File: config.mk
export PLATFORM = sky130hd
export DESIGN_NAME = tick_generator
export DESIGN_NICKNAME = d
export VERILOG_FILES = /design/src/rtl/tick_generator.sv
export SDC_FILE = /design/constraint.sdc
export NUM_CORES = 1
export LEC_CHECK = 0
export CAP_MARGIN = 30
export CORE_ASPECT_RATIO = 1.2
export CORE_MARGIN = 2
export CORE_UTILIZATION = 40
export CTS_BUF_LIST = sky130_fd_sc_hd__clkbuf_8
export DETAILED_ROUTE_END_ITERATION = 8
export GPL_ROUTABILITY_DRIVEN = 0
export GPL_TIMING_DRIVEN = 1
export PLACE_DENSITY = 0.65
export REMOVE_ABC_BUFFERS = 1
export SYNTH_ARGS = -nofsm -noshare
export SYNTH_HDL_FRONTEND = slang
export SYNTH_SLANG_ARGS = --single-unit
File: constraint.sdc
create_clock -name clk -period 9.5 [get_ports clk]
set_input_delay 2.375 -clock clk [delete_from_list [all_inputs] [get_ports clk]]
set_output_delay 2.375 -clock clk [all_outputs]
set_load 0.03 [all_outputs]
File: src/rtl/tick_generator.sv
// rtl/tick_generator.sv - programmable one-cycle pulse every N enabled clocks; TICK_GEN_TICK_COUNT_EN adds tick_count
module tick_generator #(
    parameter int WIDTH                   = 28,
    parameter int unsigned DEFAULT_PERIOD = 50000000,
    parameter int COUNT_WIDTH             = 4
) (
    input  logic                   clk,
    input  logic                   reset,
    input  logic                   enable,
    input  logic                   load,
    input  logic [WIDTH-1:0]       period,
    output logic                   out_pulse,
    output logic [WIDTH-1:0]       remaining
`ifdef TICK_GEN_TICK_COUNT_EN
    ,
    output logic [COUNT_WIDTH-1:0] tick_count
`endif
);

    localparam logic [WIDTH-1:0] ONE      = {{(WIDTH-1){1'b0}}, 1'b1};
    localparam logic [WIDTH-1:0] DEF_PER  = DEFAULT_PERIOD[WIDTH-1:0];

    logic [WIDTH-1:0] period_reg;
    logic [WIDTH-1:0] peff;
    logic             wrap;

    // A zero period would never fire; treat it as the fastest legal rate.
    assign peff = (period == '0) ? ONE : period;
    assign wrap = enable && (remaining == '0);

    always_ff @(posedge clk) begin
        if (reset) begin
            period_reg <= DEF_PER;
            remaining  <= DEF_PER - ONE;
            out_pulse  <= 1'b0;
        end else if (load) begin
            period_reg <= peff;
            remaining  <= peff - ONE;
            out_pulse  <= 1'b0;
        end else if (wrap) begin
            remaining  <= period_reg - ONE;
            out_pulse  <= 1'b1;
        end else if (enable) begin
            remaining  <= remaining - ONE;
            out_pulse  <= 1'b0;
        end else begin
            out_pulse  <= 1'b0;
        end
    end

`ifdef TICK_GEN_TICK_COUNT_EN
    always_ff @(posedge clk) begin
        if (reset || load) begin
            tick_count <= '0;
        end else if (wrap) begin
            tick_count <= tick_count + 1'b1;
        end
    end
`endif

endmodule

Word level (Yosys, flattened, before mapping)
Cells that the tools add are included.

Register bits after elaboration: 57. Input port bits: 32. Output and inout bits: 29. Word-level logic and storage cells: 16.

Add/subtract/negate cells: 3. Muxes and demuxes: 5. Reductions and logical operators: 5.

Operator list (number): 2-to-1 mux 28 bit (4); subtractor 28 x 1 -> 28 bit (second input constant) (3); zero test 28 bit (2); nonzero test 3 bit (1); OR reduction 2 bit (1); logical AND 1 bit (1); 2-to-1 mux 1 bit (1).

Logic depth before layout (Yosys ltp)
Word-level depth: 4. Gate-level depth with buffers: 13.

Worst setup path after synthesis
OpenSTA, ideal clock, no wires.

Kind: input port to flip-flop. From: in load. To: reg remaining[26]. Library setup time: 86 ps. Arrival: 5350 ps. Path slack: 4064 ps. Stages: 13. Buffers on the path: 6. Path through: buf_4 > buf_2 > clkbuf_1 > clkbuf_1 > clkbuf_1 > buf_1 > o21a_1 > ha_1 > o211ai_1 > nor3_1 > nand4_1 > xor2_1 > a211oi_1.

Cells in the longest elaborated chain, start to end: 1. Elaborated cells on any way between the ends: 2. Classes of those cells: 1 x mux; 1 x reduce/logical.

RTL lines: start: declaration (line 10) `input logic load,`; nonzero test 3 bit (no line) / 2-to-1 mux 28 bit (equally long branches); end signal: assignment (line 34) `remaining <= DEF_PER - ONE;`; end signal: assignment (line 38) `remaining <= peff - ONE;`; end signal: assignment (line 41) `remaining <= period_reg - ONE;`; end: declaration (line 13) `output logic [WIDTH-1:0] remaining`.

Several ways; a longest one is shown, not always the timed one. A chain may end at the register's enable or synchronous reset.

Final worst setup path
From: in period[12]. To: reg remaining[24].

Cells in the longest elaborated chain, start to end: 4.

RTL lines: start: declaration (line 11) `input logic [WIDTH-1:0] period,`; zero test 28 bit (line 28) `assign peff = (period == '0) ? ONE : period;`; 2-to-1 mux 28 bit (*) (line 28); subtractor 28 x 1 -> 28 bit (*) (line 38); 2-to-1 mux 28 bit (*) (line 36) `end else if (load) begin`.

Mark *: on every way between the ends. The rest lies on a longest branch, timed or not.

==> results.yml <==
setup_path:
  rr_startpoint: "remaining[11]$_SDFFE_PP0P_"
  crit_cells: 11
  worstReg2RegEnd: "remaining[10]$_SDFFE_PP0P_"
  cp-start-kind: "input port"
  cp_slowest_cell: "clkdlybuf4s50_1"
  reg2reg_slack_ns: 6.07
  cp_cell_sequence: "clkdlybuf4s50_1, nor4_1, nand4_1, o211ai_2, o21a_1, ha_1, o211ai_1, nor3_1, nand4_1, xnor2_1, a211oi_1"
  critPathTopFamily: "simple AND/OR/NAND/NOR gates"
  crit_start: "period[12]"
  cp_common_cell: "nand4_1"
  end_kind: "flip-flop"
  r2r_cells: 7
  worstSetupEndpoint: "remaining[24]$_SDFFE_PP0P_"
  cp_data_arrival_time_ns: 5.64
  cp_max_fo: 6
  required_ns: 9.74
  max_stage_delay_ns: 0.51
  crit_buf_inv: 1
  critPathKind: "input port to flip-flop"
route:
  ant_nets: 0
  drt_iter0_drc: 296
  dr.pass1.iters: 4
  wl_per_cell_um: 18.7
  drcViolationCount: 0
  wirelength_mm: 10.7
  vias_per_cell: 6.12
  dr_total_vias: 3507
synthesis:
  ys_seq_elements: 57
  synth_edf_count: 0
  ys_warn_count: 0
  netlist_top_cells_area: "dfxtp_1 35%, nand2_1 6.7%, a21oi_1 6.1%"
  yosysUniqueCellTypes: 57
  synthTopCellsByCount: "59 x nand2_1, 57 x dfxtp_1, 40 x a21oi_1, 36 x nor2_1, 28 x o21ai_0"
  yosysTopAreaCellShare_pct: 34.6
  syn-mean-instance-area_um2: 7.72
  yosysTopAreaCell: "dfxtp_1"
  ys_seq_area_share_pct: 34.6
  syn-cell-area_um2: 3300
  synth_flop_cell: "dfxtp_1"
  yosysMostFrequentCell: "nand2_1"
  async_flop_share_pct: 0
  syn_inst: 427
timing:
  min_period_ns: 5.40
  tns_ns: 0
  tightest_slew_ns: 0.745
  finalHoldViolCount: 0
  slew_headroom_pct: 50.3
  drv_slew: 0
  fmax_mhz: 185
  skew_ns: 0.0109
  setup_viol: 0
  period_share_pct: 56.8
  rsz0062_at_grt: "no"
global_routing:
  grt_max_degree: 72
  antenna_found_initial: 0
  grt.total_usage_pct: 24.4
  grt.overflow.total: 0
  grt_pass1_vias: 3289
  grt_pass1_wl_mm: 17.0
clock_tree:
  cts_buffers: 9
  post_cts_resize_count: 0
  insertion_delay_ns: 0.34
  cts_setup_buffers: 0
  clk_pin_slew_ns: 0.06
  root_buffer: "clkbuf_8"
  cts_tree: "yes"
  cts_hold_buf: 0
  cts_sinks: 57
  cts.path.max_buffers: 2
  htreeDepth: 3
floorplanning:
  start_util_pct: 40.9
  row_count: 36
  die_area_um2: 8980
  core_area_um2: 8060
  die_h_um: 103
  fp.dieW_um: 86.9
  io_pins: 61
placed_design:
  hpwl_mm: 7.23
  port_buffers: 60
run:
  cap_violations: 0
layout:
  syn_to_final_growth_pct: 24.5
  final_util_pct: 50.9
  finalNetCount: 507
  n_antenna_cell: 0
  drive_gt1_share_pct: 7.53
power_and_ir_drop:
  p_per_area_nw_per_um2: 157
  leakagePower_nw: 1.49
  ir_drop_mv: 0.0763
min_path:
  hp-class: "flip-flop to flip-flop"
run_status:
  status: "completed"
## tightest hold or removal path, delay by kind of cell (launching register included)
family / cells / cell delay, ns
compound gates: 1 / 0.05
simple gates: 1 / 0.05
flops: 1 / 0.31
## worst min-delay path by stage
stage / cells past startpoint / start / endpoint
2_1_floorplan: 2 / period_reg[27]$_SDFFE_PP0P_ / period_reg[27]$_SDFFE_PP0P_
3_3_place_gp: 2 / period_reg[27]$_SDFFE_PP0P_ / period_reg[27]$_SDFFE_PP0P_
3_5_place_dp: 2 / period_reg[27]$_SDFFE_PP0P_ / period_reg[27]$_SDFFE_PP0P_
4_1_cts: 2 / period_reg[27]$_SDFFE_PP0P_ / period_reg[27]$_SDFFE_PP0P_
5_1_grt: 2 / period_reg[27]$_SDFFE_PP0P_ / period_reg[27]$_SDFFE_PP0P_
6_report: 2 / period_reg[27]$_SDFFE_PP0P_ / period_reg[27]$_SDFFE_PP0P_
## cells in the final DEF (no fill, tap or decap), types with 4 or more instances in the layout
cell             synthesis  layout
and2_1                   4       4
nor4_1                  21      21
nor2_1                  36      36
nand4_1                 10      10
o221ai_1                 4       4
a211oi_1                 8       8
or3_1                    4       4
clkdlybuf4s50_1          0      59
inv_1                   10      11
a311oi_1                 6       6
a31oi_1                  5       5
o211ai_1                 4       4
nand2_1                 59      59
xnor2_1                  8       8
o21ai_0                 28      28
nand3_1                 10      10
dfxtp_1                 57      57
or2_2                    5       5
a21oi_1                 40      40
mux2i_1                  7       7
xor2_1                   8       8
clkbuf_8                 0      11
nor3_1                  16      16
## through the flow
step	area, um^2	hold WS, ns	total power (W)	std cells	setup WS [ns]
after floorplan	3170	0.431	0.000353	400	4.81
after global placement	3910	0.445	0.000415	558	3.92
after detailed placement	3910	0.449	0.000416	558	3.87
after global routing	4100	0.493	0.000672	573	3.88
final	4100	0.461	0.000645	573	4.10
after CTS	4100	0.458	0.000646	573	4.17
## logic make-up after synthesis
logic type               Yosys count  share of synthesized area, %
AND/OR/NAND/NOR                  182                          28.1
AO/OA/AOI/OAI                    126                          25.5
flip-flops                        57                          34.6
buffers and inverters             38                          5.05
XOR/XNOR                          16                          4.25
multiplexers                       7                          2.13
adder cells (fa/ha/maj)            1                         0.380
## report_power, final
part	total, W	switching, W	leakage, nW	internal [W]
clock network	0.000233	0.000101	0.106	0.000132
logic	0.000137	0.0000806	0.909	0.0000568
registers	0.000275	0.0000188	0.473	0.000256
total	0.000645	0.000200	1.49	0.000445
## area by class of cell
type	instances	area [um^2]
fill	766	3960
inverter	11	41.3
multi-input combinational	332	1990
clock buffer	11	151
timing repair buffer	63	618
tap	95	119
sequential	57	1140
clock inverter	4	43.8
## metal layers
layer	part of all wire (%)	global-route usage [%]
met5	0	0
met3	6.6	3.81
met1	44	32.0
met2	46	38.9
met4	3.6	12.3
Power figures use the tool's default switching activity.
